$ cat config.mk
export PLATFORM = sky130hd
export DESIGN_NAME = clk_div_ctrl
export DESIGN_NICKNAME = d
export VERILOG_FILES = /design/src/rtl/clk_div_pkg.sv /design/src/rtl/clk_div_core.sv /design/src/rtl/clk_div_ctrl.sv
export SDC_FILE = /design/constraint.sdc
export NUM_CORES = 1
export LEC_CHECK = 0
export BUFFER_PORTS_ARGS = -buffer_cell sky130_fd_sc_hd__buf_4
export CORE_MARGIN = 2
export CORE_UTILIZATION = 55
export DETAILED_ROUTE_END_ITERATION = 8
export GPL_ROUTABILITY_DRIVEN = 0
export GPL_TIMING_DRIVEN = 0
export PLACE_DENSITY = 0.74
export SETUP_SLACK_MARGIN = 0.15
export SLEW_MARGIN = 20
export SYNTH_ARGS = -nofsm -noshare
export SYNTH_HDL_FRONTEND = slang
export SYNTH_SLANG_ARGS = --single-unit
$ cat constraint.sdc
create_clock -name clk -period 3.25 [get_ports clk]
set_clock_uncertainty 0.1 [all_clocks]
set_input_delay 0.4875 -clock clk [delete_from_list [all_inputs] [get_ports clk]]
set_output_delay 0.4875 -clock clk [all_outputs]
set_load 0.02 [all_outputs]
$ cat src/rtl/clk_div_pkg.sv
// Shared definitions for the run-time clock divider.
//
// Contents:
//   DefaultWidth - default width of the ratio field
//   DefaultRatio - default divide ratio loaded at reset
//   state_e      - controller state encoding
//   ratio_ok()   - true when a ratio is usable (non-zero)

package clk_div_pkg;

  localparam int unsigned DefaultWidth = 8;
  localparam int unsigned DefaultRatio = 4;

  typedef enum logic [1:0] {
    ST_IDLE,   // stopped, clk_out held low, ratio writable directly
    ST_RUN,    // dividing, no change pending
    ST_PEND,   // dividing, new ratio waits for the end of the period
    ST_DRAIN   // stop requested, finishing the current period
  } state_e;

  // A zero ratio would never wrap the counter, so it is rejected.
  function automatic logic ratio_ok(input logic [DefaultWidth-1:0] n);
    return n != '0;
  endfunction

endpackage

$ cat src/rtl/clk_div_core.sv
// Divide-by-N datapath: phase counter, output toggle flop and tick strobe.
//
// Ports:
//   clk     - system clock, rising edge
//   rst     - asynchronous active-high reset
//   run     - count while high; when low the counter and clk_out are cleared
//   ratio   - half-period length in clk cycles (never 0)
//   clk_out - divided clock, registered
//   tick    - registered, high in the cycle clk_out takes its new value
//   fall    - combinational: this edge drives clk_out 1->0 (end of a period)
//   wrap    - combinational: the counter is on the last cycle of a phase

module clk_div_core #(
  parameter int unsigned W = 8
) (
  input  logic         clk,
  input  logic         rst,
  input  logic         run,
  input  logic [W-1:0] ratio,
  output logic         clk_out,
  output logic         tick,
  output logic         fall,
  output logic         wrap
);

  logic [W-1:0] cnt_q;

  assign wrap = (cnt_q == ratio - W'(1));
  assign fall = run && wrap && clk_out;

  always_ff @(posedge clk or posedge rst) begin
    if (rst) begin
      cnt_q   <= '0;
      clk_out <= 1'b0;
      tick    <= 1'b0;
    end else if (!run) begin
      // Only reached with clk_out already low, so this never makes a pulse.
      cnt_q   <= '0;
      clk_out <= 1'b0;
      tick    <= 1'b0;
    end else if (wrap) begin
      cnt_q   <= '0;
      clk_out <= ~clk_out;
      tick    <= 1'b1;
    end else begin
      cnt_q   <= cnt_q + W'(1);
      tick    <= 1'b0;
    end
  end

endmodule

$ cat src/rtl/clk_div_ctrl.sv
// Run-time controller for the divide-by-N clock generator.
// Accepts new ratios over a valid/ready handshake and applies them only at the
// end of a full output period; starts and stops the divided clock cleanly.
//
// Ports:
//   clk       - system clock, rising edge
//   rst       - asynchronous active-high reset
//   en        - run request, level sensitive
//   cfg_valid - new ratio offered
//   cfg_n     - offered ratio (clk_out toggles every cfg_n clk cycles)
//   cfg_ready - controller can accept a ratio this cycle
//   clk_out   - divided clock, registered
//   tick      - one-cycle pulse in the cycle clk_out changes
//   busy      - ratio change pending or stop draining
//   err       - one-cycle pulse after an accepted zero ratio

module clk_div_ctrl
  import clk_div_pkg::*;
#(
  parameter int unsigned W     = DefaultWidth,
  parameter int unsigned DEF_N = DefaultRatio
) (
  input  logic         clk,
  input  logic         rst,
  input  logic         en,
  input  logic         cfg_valid,
  input  logic [W-1:0] cfg_n,
  output logic         cfg_ready,
  output logic         clk_out,
  output logic         tick,
  output logic         busy,
  output logic         err
);

  state_e       state_q;
  logic [W-1:0] ratio_q;
  logic [W-1:0] pend_n_q;
  logic         pend_q;

  logic accept;
  logic cfg_zero;
  logic run;
  logic fall;
  logic wrap;
  logic drain_low_done;

  assign accept   = cfg_valid && cfg_ready;
  assign cfg_zero = (cfg_n == '0);

  // Stopping while clk_out is low: the low phase ends without a rise.
  assign drain_low_done = (state_q == ST_DRAIN) && !clk_out && wrap;
  assign run            = (state_q != ST_IDLE) && !drain_low_done;

  assign cfg_ready = ((state_q == ST_IDLE) || (state_q == ST_RUN)) && !pend_q;
  assign busy      = (state_q == ST_PEND) || (state_q == ST_DRAIN);

  clk_div_core #(
    .W (W)
  ) u_core (
    .clk     (clk),
    .rst     (rst),
    .run     (run),
    .ratio   (ratio_q),
    .clk_out (clk_out),
    .tick    (tick),
    .fall    (fall),
    .wrap    (wrap)
  );

  always_ff @(posedge clk or posedge rst) begin
    if (rst) begin
      state_q  <= ST_IDLE;
      ratio_q  <= W'(DEF_N);
      pend_n_q <= '0;
      pend_q   <= 1'b0;
      err      <= 1'b0;
    end else begin
      err <= accept && cfg_zero;
      unique case (state_q)
        ST_IDLE: begin
          // Nothing is running, so a new ratio can be used right away.
          if (accept && !cfg_zero) ratio_q <= cfg_n;
          if (en) state_q <= ST_RUN;
        end
        ST_RUN: begin
          // A handshake wins over a simultaneous en fall; the change rides
          // along into DRAIN.
          if (accept && !cfg_zero) begin
            pend_n_q <= cfg_n;
            pend_q   <= 1'b1;
            state_q  <= en ? ST_PEND : ST_DRAIN;
          end else if (!en) begin
            state_q <= ST_DRAIN;
          end
        end
        ST_PEND: begin
          if (fall) begin
            ratio_q <= pend_n_q;
            pend_q  <= 1'b0;
            state_q <= en ? ST_RUN : ST_DRAIN;
          end else if (!en) begin
            state_q <= ST_DRAIN;
          end
        end
        ST_DRAIN: begin
          if (fall || drain_low_done) begin
            if (pend_q) ratio_q <= pend_n_q;
            pend_q  <= 1'b0;
            state_q <= ST_IDLE;
          end
        end
        default: state_q <= ST_IDLE;
      endcase
    end
  end

endmodule

# == Word level (Yosys, flattened, before mapping) ==
# Cells that the tools add are included.
# Widths: inputs -> output; s select.
# word_totals
ff_bits,30
output_inout_bits,5
# op_classes
n_addsub,2
eq_ne,11
mux,23
bitwise,1
n_reduce_logical,25
# ops
cell,n
$mux 8,6
$pmux 8 s3,1
$mux 2,6
$logic_and 1x1->1,9
$add 8x1->8 const B,1
$eq 8x8->1,1
$logic_not 8->1,1
$mux 1,8
$ne 2x2->1 const B,4
$pmux 2 s4,1
$sub 8x1->8 const B,1
$ne 2x1->1 const B,3
$reduce_bool 3->1,2
$reduce_and 5->1,1
$eq 2x2->1 const B,2
$logic_not 1->1,4
$reduce_and 2->1,2
$reduce_and 4->1,1
$logic_or 1x1->1,3
$pmux 1 s3,1
$eq 2x1->1 const B,1
$logic_not 2->1,1
$reduce_bool 2->1,1
$not 1->1,1

# == Depth between registers and ports, before layout ==
# Gate-level depths: netlist of the first run.
# logic_depth
ltp_word,10
mapped_depth,10
mapped_depth_nobuf,8

# == Modules after synthesis ==
# Synthesis of the first run repeated with hierarchy kept, for this count alone.
# hier_totals
hier_cells,162
hier_area_um2,1710.4
# by_module_without_submodules
module,instances,cells_each,area_per_inst_um2,seq_area_each_um2
clk_div_ctrl,1,92,998.5,501.7
clk_div_core,1,70,711.9,250.2

# == Worst setup path before layout of the first run ==
# No wires, ideal clock.
# synth_path
path_kind,reg2reg
startpoint,reg ratio_q[0]
endpoint,reg state_q[0]
setup_time_ps,120
arrival_time_ps,2224
t_required_ps,3030
slack_ps,806
path_stages_with_launch,11
path_buffers,2
path_cell_list,dfrtp_1 -> buf_6 -> inv_1 -> ha_1 -> nor3b_1 -> xor2_1 -> or3_1 -> a2111oi_4 -> buf_6 -> nand3_2 -> o211a_1
# synth_between
elab_chain_cells,10
word_cells_on_any_way,12
cone_classes,1 x add/sub; 2 x eq/ne; 2 x mux; 7 x reduce/logical
# synth_rtl
item,line,source
start: declaration,clk_div_ctrl.sv:36,logic [W-1:0] ratio_q;
start signal: assignment,clk_div_ctrl.sv:73,ratio_q <= W'(DEF_N);
start signal: assignment,clk_div_ctrl.sv:82,if (accept && !cfg_zero) ratio_q <= cfg_n;
start signal: assignment,clk_div_ctrl.sv:98,ratio_q <= pend_n_q;
$sub 8x1->8 (*),clk_div_core.sv:28,assign wrap = (cnt_q == ratio - W'(1));
$eq 8x8->1 (*),clk_div_core.sv:28,
$logic_and 1x1->1,clk_div_ctrl.sv:51,assign drain_low_done = (state_q == ST_DRAIN) && !clk_out && wrap;
$logic_not 1->1,clk_div_ctrl.sv:52,assign run = (state_q != ST_IDLE) && !drain_low_done;
$logic_and 1x1->1,clk_div_ctrl.sv:52,
$logic_and 1x1->1 (2 in a row),clk_div_core.sv:29,assign fall = run && wrap && clk_out;
$logic_or 1x1->1,clk_div_ctrl.sv:106,if (fall || drain_low_done) begin
$ne 2x1->1 (no line),-,
$reduce_and 2->1 (no line),-,
end signal: assignment,clk_div_ctrl.sv:91,state_q <= en ? ST_PEND : ST_DRAIN;
end signal: assignment,clk_div_ctrl.sv:100,state_q <= en ? ST_RUN : ST_DRAIN;
end: declaration,clk_div_ctrl.sv:35,state_e state_q;
# Mark *: on every way between the ends. The rest lies on a longest branch, timed or not.
# A chain may end at the register's enable or synchronous reset.

# == Worst setup path after layout of the first run ==
# Same ends and word-level chain as after synthesis.

==> metrics.txt, run 1 <==
cell count after synthesis 167; quantity of gates resized following cts 0; wire length of the first global-routing pass 5.69 mm; number of fill cells in the layout 256; detailed-route vias per instance 5.53; max cap viols 0; Clock Sink Count 30; Seq cells post-synth 30; width of the die 60.1 um; Setup Total Neg Slack 0 ns; Avg WL per Cell 14.1 um; core footprint 0.00303 mm^2; H-tree depth 2; Distinct cells, synth 39; relative slew slack 0.599; Post-CTS Repair Setup Buffers 0; total number of placement rows 20; reported leakage power 0.903 nW; Slew @ Worst Pin 0.601 ns; largest family of logic cells by synthesized area simple AND/OR/NAND/NOR gates; Final Max Slew Viols 0; overall via count from detail_route 1300; required time reported for the critical path endpoint 3.39 ns; Worst-Skew Late Latency 0.35 ns; total non-filler cell area in the finished layout 0.00198 mm^2; clock tree from TritonCTS yes; Setup crit end kind flop; arrival time at the worst endpoint 2.81 ns; number of enable-type register cells in the synthesized netlist 0; Detailed Route WL 3.32 mm; via count of the first global-routing pass 1262; clock slew at reported path FFs 0.10 ns; multi-input logic area 891 um^2; post-synthesis average cell area 10.4 um^2; most frequent standard cell in the layout excluding fill and tap cells sky130_fd_sc_hd__dfrtp_1; Synth Area in Compound Gates 0.101; Initial Utilization 0.571; area growth from synthesis to layout 14.6%; simple-gate share of the synthesized area 0.198; most frequently used flop master after synthesis sky130_fd_sc_hd__dfrtp_1; share of post-route cells with drive strength above 1 0.251; final-stage net count 204; kind of path behind the tightest hold check in -> async; die height 60.1 um; Port Buffers 16; post-synthesis net count 181; Storage cell area 752 um^2; Ports 17; path type of the worst setup path reg -> reg; timing-limited maximum frequency 375 MHz; antenna violations before repair 0; share of the clock period used by the worst path after layout 0.820; Detail Placement HPWL 2.58 mm; final hold violation count 0; All-Layer GR Usage 0.218; result of the run finished, final reports clean; maximum number of pins on one net before global-route repair 31; number of routed nets with antenna violations 0; clk root buf sky130_fd_sc_hd__clkbuf_4; unrepaired setup endpoints after global routing false; adder-cell share of the synthesized area 0.0145; worst-path fanout max 10; DR iter-0 viols 57; number of buffers created by CTS 5; fraction of synthesis flops using an asynchronous set or reset pin 1.00; Placed Area 0.00190 mm^2; commonest cells after routing, fill and taps aside sky130_fd_sc_hd__dfrtp_1 (29), sky130_fd_sc_hd__buf_4 (18), sky130_fd_sc_hd__nand2_1 (14), sky130_fd_sc_hd__nor2_1 (13); count of inserted antenna diode cells 0; Post-Synth XOR/XNOR Area 0.0912; post-layout minimum cycle time 2.66 ns; Die Area 0.00361 mm^2; worst ir drop on vdd 0.280 mV; number of optimization iterations in the first detailed-route pass 4; mux share of post-synthesis cell area 0.111; power density cells 743 mW/mm^2; number of buffers added to fix hold violations after cts 0; Overflow after GRT 0; startpoint kind of the worst setup timing path flop; Max clock buf depth 2; drt drc 0; count of yosys warnings during synthesis 0; Post-Syn Area 0.00173 mm^2; Setup violations, final 0; portion of the post-synthesis area used by sequential elements 0.435
-- synth_stat cells, types with 3 or more instances --
cell | instances | area share
sky130_fd_sc_hd__dfrtp_1 | 29 | 0.42
sky130_fd_sc_hd__nand2_1 | 14 | 0.030
sky130_fd_sc_hd__nor2_1 | 13 | 0.028
sky130_fd_sc_hd__mux2_2 | 9 | 0.059
sky130_fd_sc_hd__xnor2_1 | 9 | 0.046
sky130_fd_sc_hd__xor2_1 | 9 | 0.046
sky130_fd_sc_hd__mux2i_1 | 8 | 0.046
sky130_fd_sc_hd__nand4_1 | 8 | 0.029
sky130_fd_sc_hd__nor2b_1 | 8 | 0.029
sky130_fd_sc_hd__o211ai_1 | 8 | 0.035
sky130_fd_sc_hd__inv_1 | 5 | 0.011
sky130_fd_sc_hd__clkbuf_1 | 4 | 0.0087
sky130_fd_sc_hd__nand3_1 | 4 | 0.012
sky130_fd_sc_hd__a21oi_1 | 3 | 0.0087
sky130_fd_sc_hd__buf_2 | 3 | 0.0087
-- registers in the layout, summed over array words and instances, names as in the netlist --
signal and cells:
pend_n_q 8, ratio_q 8, u_core.cnt_q 8, state_q 2
err 1, pend_q 1, u_core.clk_out 1, u_core.tick 1
-- metal layers --
layer,global-route usage,share of wire,vias up
met3,0.0476,0.044,7
met1,0.253,0.43,625
met2,0.374,0.50,31
met4,0.114,0.024,0
li1,-,-,637
met5,0,0,-
-- report_power, final --
group	switching [W]	leakage, nW	internal (W)	total, W
clock	0.000139	0.0450	0.000159	0.000298
sequential	0.000135	0.364	0.000481	0.000616
combinational	0.000286	0.494	0.000273	0.000559
-- area by class of cell --
cell class	instances	area share
Timing Repair Buffer	16	0.0606
Inverter	5	0.00947
Buffer	11	0.0341
Multi-Input combinational cell	121	0.449
Sequential cell	30	0.379
Clock inverter	3	0.0202
Tap cell	44	0.0278
Clock buffer	5	0.0189
-- metrics by stage --
| step | total power [W] | setup slack (ns) | hold slack [ns] | cells | util |
|---|---|---|---|---|---|
| after global routing | 0.00158 | 0.392 | 0.159 | 235 | 0.655 |
| after global placement | 0.00114 | 0.623 | 0.388 | 227 | 0.629 |
| final | 0.00147 | 0.585 | 0.107 | 235 | 0.655 |
| after floorplan | 0.00106 | 0.806 | 0.361 | 167 | - |
| after CTS | 0.00148 | 0.569 | 0.281 | 235 | 0.655 |
| after detailed placement | 0.00119 | 0.595 | 0.395 | 227 | 0.629 |
-- cells by family (layout without fill, tap and decap cells) --
family	Yosys count	after routing
DFF	30	30
AOI/OAI and AO/OA	21	21
muxes	18	18
and+or+nand+nor	62	62
buffers and inverters	16	40
xor gates and xnor gates	18	18
adders and majority gates	2	2
-- worst max-delay path, cell delays in order, from the launching register on --
cell and delay (ns):
sky130_fd_sc_hd__dfrtp_1 0.38, sky130_fd_sc_hd__buf_6 0.13, sky130_fd_sc_hd__inv_1 0.05, sky130_fd_sc_hd__ha_1 0.19, sky130_fd_sc_hd__nor3b_1 0.24, sky130_fd_sc_hd__xor2_1 0.12
sky130_fd_sc_hd__or3_1 0.41, sky130_fd_sc_hd__a2111oi_4 0.53, sky130_fd_sc_hd__buf_6 0.21, sky130_fd_sc_hd__nand3_2 0.07, sky130_fd_sc_hd__o211a_1 0.13
-- final timing paths --
| path | from | end | slack, ns | cells after the start |
|---|---|---|---|---|
| max | ratio_q[0] | state_q[0] | 0.59 | 10 |
| min | rst | pend_q | 0.11 | 2 |
| max reg2reg | ratio_q[0] | state_q[0] | 0.59 | 10 |
| min reg2reg | u_core.cnt_q[0] | u_core.cnt_q[0] | 0.41 | 1 |
| max in group asynchronous | rst | pend_n_q[4] | 2.55 | 2 |
| min in group clk | cfg_valid | err | 0.28 | 3 |
(Power assumes the default switching activity.)
==> run 2, diff against run 1 <==
ABC_AREA = 1   (was unset)
clock period = 2.5 ns   (was 3.25 ns; I/O delays follow)
==> metrics.txt, run 2 <==
H-tree depth 2 (unchanged); total number of placement rows 20 (unchanged); total non-filler cell area in the finished layout 0.00200 mm^2 (+1.0%); kind of path behind the tightest hold check in -> async; Initial Utilization 0.572 (+0.00124); most area-consuming cells after synthesis sky130_fd_sc_hd__dfrtp_1 (42%), sky130_fd_sc_hd__nand2_1 (15%), sky130_fd_sc_hd__inv_1 (6.1%), sky130_fd_sc_hd__o21ai_0 (5.8%), sky130_fd_sc_hd__nor2_1 (4.5%); cell count after synthesis 237 (+42%); worst-path fanout max 5 (-5); max cap viols 0 (unchanged); area growth from synthesis to layout 15.5%; cell accounting for the most synthesized area sky130_fd_sc_hd__dfrtp_1; final-stage net count 277 (+36%); maximum number of pins on one net before global-route repair 31 (unchanged); post-synthesis average cell area 7.31 um^2 (-29%); Slew @ Worst Pin 0.616 ns (+0.0152 ns); detailed-route vias per instance 4.90 (-11%); Clock Sink Count 30 (unchanged); result of the run finished, final reports clean; commonest cells after routing, fill and taps aside sky130_fd_sc_hd__nand2_1 (70), sky130_fd_sc_hd__dfrtp_1 (29), sky130_fd_sc_hd__inv_1 (27), sky130_fd_sc_hd__nor2_1 (21), sky130_fd_sc_hd__o21ai_0 (20); Max clock buf depth 2 (unchanged); Avg WL per Cell 10.8 um (-24%); clk root buf sky130_fd_sc_hd__clkbuf_4; timing-limited maximum frequency 474 MHz (+26%); core footprint 0.00303 mm^2 (unchanged); number of optimization iterations in the first detailed-route pass 6 (+2); Util after Layout 0.661 (+0.00661); post-layout minimum cycle time 2.11 ns (-0.554 ns); launching instance or port of the critical path ratio_q[0]; power density cells 1200 mW/mm^2 (+61%); clock slew at reported path FFs 0.10 ns (about the same); top cells by instance count after synthesis sky130_fd_sc_hd__nand2_1 (71), sky130_fd_sc_hd__dfrtp_1 (29), sky130_fd_sc_hd__inv_1 (28); biggest regs pend_n_q x8, ratio_q x8, u_core.cnt_q x8; count of yosys warnings during synthesis 0 (unchanged); Setup Total Neg Slack 0 ns (unchanged); antenna violations before repair 0 (unchanged); Final Max Slew Viols 0 (unchanged); Detail Placement HPWL 2.45 mm (-4.9%); drt drc 0 (unchanged); Worst-Skew Late Latency 0.34 ns (about the same); worst ir drop on vdd 0.623 mV (+120%); Placed Area 0.00191 mm^2 (+0.20%); Setup crit end kind flop; most frequent standard cell in the layout excluding fill and tap cells sky130_fd_sc_hd__nand2_1; path type of the worst setup path reg -> reg; count of inserted antenna diode cells 0 (unchanged); arrival time at the worst endpoint 2.23 ns (-0.58 ns); final hold violation count 0 (unchanged); Setup violations, final 0 (unchanged); clock tree from TritonCTS yes; overall via count from detail_route 1508 (+16%); post-synthesis net count 251 (+39%); die height 60.1 um (about the same); share of the clock period used by the worst path after layout 0.844 (+0.0243); Distinct cells, synth 28 (-28%); width of the die 60.1 um (about the same); Seq cells post-synth 30 (unchanged); required time reported for the critical path endpoint 2.62 ns (-0.77 ns); portion of the post-synthesis area used by sequential elements 0.434 (-0.000942); number of enable-type register cells in the synthesized netlist 0 (unchanged); most repeated cell in the gate-level netlist after synthesis sky130_fd_sc_hd__nand2_1; reported leakage power 1.06 nW (+18%); Total Power Consumption 0.00240 W (+63%); Port Buffers 16 (unchanged); Post-Syn Area 0.00173 mm^2 (+0.22%); Overflow after GRT 0 (unchanged); fraction of post-synthesis cell area in the top cell type by area 0.419 (-0.000909); All-Layer GR Usage 0.226 (+0.00725); share of post-route cells with drive strength above 1 0.189 (-0.0619); via count of the first global-routing pass 1392 (+10%); launch instance of the worst register-to-register path ratio_q[0]; relative slew slack 0.588 (-0.0102); number of routed nets with antenna violations 0 (unchanged); count of cells along the worst register-to-register path 15 (+5); DR iter-0 viols 72 (+26%); unrepaired setup endpoints after global routing false; Ports 17 (unchanged); fraction of synthesis flops using an asynchronous set or reset pin 1.00 (unchanged); wire length of the first global-routing pass 6.01 mm (+5.6%); Die Area 0.00362 mm^2 (+0.20%); most frequently used flop master after synthesis sky130_fd_sc_hd__dfrtp_1; Detailed Route WL 3.32 mm (about the same); startpoint kind of the worst setup timing path flop; number of buffers created by CTS 5 (unchanged)
==> run 2: cell types whose count changed after synthesis, moves of 5 or more <==
cell                       previous run  this run
sky130_fd_sc_hd__o211ai_1             8         0
sky130_fd_sc_hd__o21ai_0              0        20
sky130_fd_sc_hd__inv_1                5        28
sky130_fd_sc_hd__mux2_2               9         0
sky130_fd_sc_hd__mux2i_1              8         0
sky130_fd_sc_hd__nor2_1              13        21
sky130_fd_sc_hd__nand2_1             14        71
sky130_fd_sc_hd__nor2b_1              8         0
sky130_fd_sc_hd__nand3_1              4        10
sky130_fd_sc_hd__xnor2_1              9         2
sky130_fd_sc_hd__xor2_1               9         4
==> run 2: final timing paths <==
check | end | slack [ns]
min reg2reg | pend_n_q[2] | 0.39
max | pend_q | 0.39
min in group clk | err | 0.19
min | ratio_q[6] | 0.004
max reg2reg | pend_q | 0.39
max in group asynchronous | state_q[1] | 1.88
==> run 2: kinds of logic (layout without fill, tap and decap cells) <==
logic type               after synthesis  after routing  synth area share
AND/OR/NAND/NOR                      135            135             0.355
buffers and inverters                 39             66            0.0924
flip-flops                            30             30             0.434
AO/OA/AOI/OAI                         25             25            0.0744
XOR/XNOR                               6              6            0.0303
adder cells (fa/ha/maj)                2              2            0.0144
==> run 2: critical path: stages (launching register included) <==
cell and delay [ns]:
sky130_fd_sc_hd__dfrtp_1 0.42, sky130_fd_sc_hd__inv_2 0.12, sky130_fd_sc_hd__ha_4 0.21, sky130_fd_sc_hd__nand2_1 0.06, sky130_fd_sc_hd__inv_1 0.03, sky130_fd_sc_hd__nor2_1 0.07
sky130_fd_sc_hd__nand2_1 0.07, sky130_fd_sc_hd__nor2_1 0.09, sky130_fd_sc_hd__nand3_1 0.09, sky130_fd_sc_hd__nor2_2 0.15, sky130_fd_sc_hd__nand4_1 0.14, sky130_fd_sc_hd__nand2_2 0.14
sky130_fd_sc_hd__buf_6 0.13, sky130_fd_sc_hd__nand3_2 0.05, sky130_fd_sc_hd__nand2_1 0.06, sky130_fd_sc_hd__nand2_1 0.05
==> run 2: metal layers <==
| metal | routed length, um | share of wire | vias up | GRT usage |
|---|---|---|---|---|
| li1 | - | - | 804 | - |
| met1 | 1630 | 0.49 | 674 | 0.289 |
| met2 | 1530 | 0.46 | 25 | 0.365 |
| met3 | 109 | 0.033 | 5 | 0.0476 |
| met4 | 53 | 0.016 | 0 | 0.102 |
| met5 | 0 | 0 | - | 0 |
==> run 2: metrics by stage <==
stage / hold slack, ns / setup WS [ns] / cells
2_1_floorplan: 0.353 / 0.582 / 237
3_3_place_gp: 0.367 / 0.365 / 297
3_5_place_dp: 0.373 / 0.318 / 297
4_1_cts: 0.0209 / 0.294 / 305
5_1_grt: 0.0703 / 0.164 / 308
6_report: 0.00376 / 0.389 / 308
==> run 2: final cells by class <==
| type | count | area (um^2) |
|---|---|---|
| fillers | 275 | 1030 |
| multi-input cells | 168 | 843 |
| flip-flops and latches | 30 | 752 |
| repair buffers | 19 | 140 |
| inverters | 32 | 120 |
| well taps | 44 | 55.1 |
| clock buffers | 6 | 41.3 |
| plain buffers | 7 | 40.0 |
| clock inverters | 2 | 10.0 |
==> run 2: repair_timing <==
| action | 4_1_cts | 5_1_grt |
|---|---|---|
| buffers inserted | 0 | 2 |
| gates resized for setup | 0 | 3 |
| hold buffers | 0 | 0 |
| endpoints found under the setup margin | 0 | 9 |
==> run 2: where the power goes <==
part,internal (W),leakage (nW),switching [W]
Sequential,0.000679,0.380,0.000169
Combinational,0.000502,0.650,0.000769
Clock,0.000107,0.0320,0.000170
Total,0.00129,1.06,0.00111
